`config.mk`:
```
export PLATFORM = sky130hd
export DESIGN_NAME = wb_pipe_bridge_master
export DESIGN_NICKNAME = d
export VERILOG_FILES = /design/src/rtl/wb_pipe_bridge_master.sv
export SDC_FILE = /design/constraint.sdc
export NUM_CORES = 1
export LEC_CHECK = 0
export ABC_AREA = 1
export BUFFER_PORTS_ARGS = -buffer_cell sky130_fd_sc_hd__buf_2
export CORE_AREA = 2 2 88 90
export CTS_CLUSTER_DIAMETER = 150
export CTS_CLUSTER_SIZE = 20
export DETAILED_ROUTE_END_ITERATION = 16
export DIE_AREA = 0 0 90 92
export PLACE_DENSITY_LB_ADDON = 0.25
export SKIP_LAST_GASP = 1
export SLEW_MARGIN = 10
export SYNTH_ARGS = -nofsm -noshare
export SYNTH_HDL_FRONTEND = slang
export SYNTH_SLANG_ARGS = --single-unit
```
`constraint.sdc`:
```
create_clock -name clk_i -period 2.3 [get_ports clk_i]
set_input_delay 0.69 -clock clk_i [delete_from_list [all_inputs] [get_ports clk_i]]
set_output_delay 0.69 -clock clk_i [all_outputs]
set_load 0.01 [all_outputs]
```
`src/rtl/wb_pipe_bridge_master.sv`:
```
// wb_pipe_bridge_master
//   Bridges the Ibex LSU data port onto a Wishbone B4 pipelined master port.
//   Up to MAX_OUTST requests may be accepted before any is acknowledged.
//   Responses come back to the core registered, one cycle after the bus
//   ack/err, in issue order.
//
//   Optional feature: define WB_BRIDGE_TIMEOUT_EN to build in a watchdog.
//   The watchdog aborts a cycle that has had no ack/err for TIMEOUT_CYCLES
//   cycles. It then returns an error response for every outstanding transfer.
//   Without the macro there is no watchdog and timeout_o is tied low.
//
// Ports
//   clk_i, reset_ni            clock, asynchronous active-low reset
//   data_req_i .. data_err_o   Ibex data-side request/response interface
//   data_wdata_intg_i          unused; data_rdata_intg_o tied 0
//   mcyc_o .. msel_o           Wishbone master request outputs
//   mstall_i, mack_i, merr_i   Wishbone flow control and termination
//   mdata_i                    Wishbone read data
//   spurious_o                 sticky flag: ack/err seen with nothing outstanding
//   timeout_o                  one-cycle pulse when the watchdog aborts

module wb_pipe_bridge_master #(
  parameter int DATA_WIDTH     = 32,
  parameter int ADDR_WIDTH     = 32,
  parameter int MAX_OUTST      = 4,
  parameter int TIMEOUT_CYCLES = 256
) (
  input  logic                    clk_i,
  input  logic                    reset_ni,
  input  logic                    data_req_i,
  output logic                    data_gnt_o,
  input  logic                    data_we_i,
  input  logic [DATA_WIDTH/8-1:0] data_be_i,
  input  logic [ADDR_WIDTH-1:0]   data_addr_i,
  input  logic [DATA_WIDTH-1:0]   data_wdata_i,
  input  logic [6:0]              data_wdata_intg_i,
  output logic                    data_rvalid_o,
  output logic [DATA_WIDTH-1:0]   data_rdata_o,
  output logic [6:0]              data_rdata_intg_o,
  output logic                    data_err_o,
  output logic                    mcyc_o,
  output logic                    mstb_o,
  output logic                    mwe_o,
  output logic [ADDR_WIDTH-1:0]   maddr_o,
  output logic [DATA_WIDTH-1:0]   mdata_o,
  output logic [DATA_WIDTH/8-1:0] msel_o,
  input  logic                    mstall_i,
  input  logic                    mack_i,
  input  logic                    merr_i,
  input  logic [DATA_WIDTH-1:0]   mdata_i,
  output logic                    spurious_o,
  output logic                    timeout_o
);

  localparam int CW = $clog2(MAX_OUTST + 1);
  localparam logic [CW-1:0] MAX_CNT = CW'(MAX_OUTST);
  localparam logic [CW-1:0] ONE     = CW'(1);

  typedef enum logic [1:0] {IDLE, ACTIVE, ABORT} state_t;

  state_t        state;
  logic [CW-1:0] outst;
  logic [CW-1:0] outst_next;
  logic          busy;
  logic          not_full;
  logic          bus_resp;
  logic          resp_take;
  logic          drain;
  logic          dec;
  logic          unused_in;

  assign unused_in = ^data_wdata_intg_i;

  // Request fields go straight to the bus. A stalled strobe therefore stays
  // stable only because the core holds its request until it is granted.
  assign busy       = (outst != '0);
  assign not_full   = (outst < MAX_CNT);
  assign mstb_o     = data_req_i & not_full & (state != ABORT);
  assign data_gnt_o = mstb_o & ~mstall_i;
  assign mcyc_o     = (mstb_o | busy) & (state != ABORT);
  assign mwe_o      = data_we_i;
  assign maddr_o    = data_addr_i;
  assign mdata_o    = data_wdata_i;
  assign msel_o     = data_be_i;

  assign data_rdata_intg_o = '0;

  // A bus termination counts when something is outstanding. It also counts
  // when it lands in the same cycle as the grant it answers.
  // Terminations are ignored while aborting.
  assign bus_resp  = (mack_i | merr_i) & (state != ABORT);
  assign resp_take = bus_resp & (busy | data_gnt_o);
  assign drain     = (state == ABORT) & busy;
  assign dec       = resp_take | drain;

  // A grant and a retirement in the same cycle leave the count unchanged.
  always_comb begin
    outst_next = outst;
    if (data_gnt_o && !dec) begin
      outst_next = outst + ONE;
    end else if (!data_gnt_o && dec) begin
      outst_next = outst - ONE;
    end
  end

`ifdef WB_BRIDGE_TIMEOUT_EN
  localparam int WW = $clog2(TIMEOUT_CYCLES + 1);
  localparam logic [WW-1:0] WD_LIMIT = WW'(TIMEOUT_CYCLES - 1);
  logic [WW-1:0] wd;
`else
  logic [31:0] unused_timeout;
  assign unused_timeout = 32'(TIMEOUT_CYCLES);
  assign timeout_o      = 1'b0;
`endif

  // Control FSM, outstanding counter and the registered response path.
  // When both ack and err arrive together, err wins.
  // An abort drain produces one error response per cycle.
  always_ff @(posedge clk_i or negedge reset_ni) begin
    if (!reset_ni) begin
      state         <= IDLE;
      outst         <= '0;
      data_rvalid_o <= 1'b0;
      data_err_o    <= 1'b0;
      data_rdata_o  <= '0;
      spurious_o    <= 1'b0;
`ifdef WB_BRIDGE_TIMEOUT_EN
      wd            <= '0;
      timeout_o     <= 1'b0;
`endif
    end else begin
      outst         <= outst_next;
      data_rvalid_o <= dec;

      if (resp_take) begin
        data_err_o   <= merr_i;
        data_rdata_o <= merr_i ? '0 : mdata_i;
      end else if (drain) begin
        data_err_o   <= 1'b1;
        data_rdata_o <= '0;
      end else begin
        data_err_o   <= 1'b0;
      end

      if (bus_resp && !busy && !data_gnt_o) begin
        spurious_o <= 1'b1;
      end

      case (state)
        IDLE, ACTIVE: state <= (outst_next != '0) ? ACTIVE : IDLE;
        ABORT:        if (outst_next == '0) state <= IDLE;
        default:      state <= IDLE;
      endcase

`ifdef WB_BRIDGE_TIMEOUT_EN
      // The watchdog only counts quiet ACTIVE cycles. Being in IDLE (and so a
      // grant from IDLE) or any termination restarts it.
      timeout_o <= 1'b0;
      if (state == ACTIVE) begin
        if (bus_resp) begin
          wd <= '0;
        end else if (wd == WD_LIMIT) begin
          wd        <= '0;
          timeout_o <= 1'b1;
          state     <= ABORT;
        end else begin
          wd <= wd + 1'b1;
        end
      end else begin
        wd <= '0;
      end
`endif
    end
  end

endmodule

```
==> flow_metrics.tcl <==
set metrics [dict create \
    ff2ff_path_depth 11 \
    hpwl_mm 4.953 \
    die_x_um 90 \
    cp.arrival_ns 1.24 \
    p_leak_nw 1.536 \
    grt_pass1_wl_mm 9.956 \
    setup_viol 0 \
    synth_top_area_share_pct 37.11 \
    via_count 1835 \
    timing.final.crit_share_pct 84.12 \
    die_h_um 92 \
    peakVddDrop_mv 0.2764 \
    syn_area_per_cell_sq_um 8.008 \
    cts.sinks 38 \
    powerDensity_nw_per_um2 922.2 \
    slew_headroom_pct 64.34 \
    netlist_area_sq_um 2562 \
    cts_resized 0 \
    fin_crit_ns 1.935 \
    drv_slew 0 \
    cp.required_ns 1.61 \
    cts_buffers 5 \
    rsz0062_at_grt "false" \
    worst_pin_slew_ns 0.5349 \
    final_hold_viol_count 0 \
    reg2reg_to "outst[2]$_DFFE_PN0P_" \
    dpl_worst_slack_ns 0.1230 \
    syn-instance-count 320 \
    cts_hold_buf 0 \
    tritoncts "yes" \
    area_growth_pct -1.416 \
    grt_max_degree 39 \
    cts_setup_buffers 0 \
    finalClockSkew_ns 0.002782 \
    final_area_sq_um 2526 \
    vias_per_cell 4.297 \
    wl_per_cell_um 15.33 \
    final_cell_mix "buf_2 (75), nand2_1 (43), inv_1 (41)" \
    grt_pass1_vias 1638 \
    fmax_mhz 516.9 \
    crit_fanout 2 \
    ys_top_cells_by_area "dfrtp_1 (37%), buf_4 (24%), nand2_2 (7.1%)" \
    min_path_type "in -> async" \
    io_buffers 75 \
    die-area_sq_um 8280 \
    yosysTopAreaCell "dfrtp_1" \
    postPlaceCellArea_sq_um 2435 \
    cts-root-buf "clkbuf_8" \
    first_pass_iters 4 \
    insertion_delay_ns 0.28 \
    cp-startpoint "data_req_i" \
    crit_end "data_gnt_o" \
    io_pins 229 \
    end_kind "output pin" \
    track_usage_pct 15.59 \
    cts-htree-levels 2 \
    outcome "complete, no violations" \
    path_clk_slew_ns 0.07 \
    nNetsFinal 440 \
    final_common_cell "buf_2" \
    r2r-start "outst[2]$_DFFE_PN0P_" \
    critical_path_class "in -> out" \
    synth_cell_types 21 \
    startpoint_type "primary input" \
    antenna_found_initial 0 \
    ant_nets 0 \
    gp_congestion 0.6998 \
    core_area_sq_um 7447 \
    yosysWarnings 0 \
    tns_ns 0 \
    drive_gt1_share_pct 38.15 \
    reg2reg_slack_ns 0.45 \
    total_power_w 0.002330 \
    grt_remaining_overflow 0 \
    route.detailed.drc 0 \
    setup_ws_ns 0.3653 \
    n_antenna_cell 0 \
    drt-initial-drc-count 115 \
    routed_wl_mm 6.544 \
    yosysSeqAreaShare_pct 37.11 \
    yosys_register_bits 38 \
    start_util_pct 34.41 \
    cts.path.max_buffers 2 \
    rows 32 \
    drv_cap 0 \
]
worst min path at each step:
stage                                       startpoint                            to
after global routing                          reset_ni          data_err_o$_DFF_PN0_
after CTS                                     reset_ni       data_rvalid_o$_DFF_PN0_
after floorplan                               reset_ni          data_err_o$_DFF_PN0_
after detailed placement  data_rdata_o[27]$_DFFE_PN0P_  data_rdata_o[27]$_DFFE_PN0P_
after global placement    data_rdata_o[27]$_DFFE_PN0P_  data_rdata_o[27]$_DFFE_PN0P_
final                                         reset_ni       data_rvalid_o$_DFF_PN0_
report_power, final:
| part | total [W] | leakage [nW] | internal, W | switching (W) |
|---|---|---|---|---|
| registers | 0.000979 | 0.483 | 0.000847 | 0.000132 |
| logic | 0.000875 | 1.01 | 0.000331 | 0.000544 |
| clock network | 0.000476 | 0.0482 | 0.000242 | 0.000234 |
| total | 0.00233 | 1.54 | 0.00142 | 0.000909 |
stage by stage:
stage	cells	utilization, %	hold slack (ns)
2_1_floorplan	327	-	0.3944
3_3_place_gp	419	32.69	0.4541
3_5_place_dp	419	32.69	0.4592
4_1_cts	427	33.92	0.4673
5_1_grt	427	33.92	0.4950
6_report	427	33.92	0.4490
area by class of cell:
| class | instances | area [sq um] |
|---|---|---|
| fill | 862 | 4921 |
| clock inverter | 1 | 5.005 |
| inverter | 43 | 161.4 |
| timing repair buffer | 80 | 412.9 |
| multi-input combinational | 156 | 782.0 |
| sequential | 38 | 950.9 |
| clock buffer | 7 | 86.33 |
| tap | 102 | 127.6 |
cell families after synthesis:
kind of cell / after synthesis / share of synthesized area (%)
AOI/OAI and AO/OA: 1 / 0.2931
and+or+nand+nor: 143 / 27.10
xor gates and xnor gates: 2 / 0.6837
other: 1 / 0.1463
buffers and inverters: 133 / 33.40
adders and majority gates: 2 / 1.269
DFF: 38 / 37.11
state kept, by name, summed over array words and instances (netlist names):
name           flops
outst              3
spurious_o         1
data_rdata_o      32
data_err_o         1
data_rvalid_o      1
synth_stat cells (all sizes together):
cell and instances:
xnor2 1, xor2 1, fa 1, clkbuf 3, nor2 36, inv 43, ha 1, buf 87
conb 1, o21bai 1, nand2 74, dfrtp 38, nand3 33
metal layers:
| metal | global-route usage, % | vias to the layer above | wire (um) |
|---|---|---|---|
| li1 | - | 862 | - |
| met1 | 16.55 | 832 | 2232 |
| met2 | 24.37 | 123 | 3066 |
| met3 | 10.76 | 18 | 1099 |
| met4 | 5.897 | 0 | 146 |
| met5 | 0 | - | 0 |
critical path, stage by stage:
cell,delay (ns)
buf_2,0.10
inv_1,0.10
nor2_4,0.04
nand2_2,0.10
inv_1,0.07
buf_2,0.15
No activity file was read; power rests on OpenSTA's default activity.
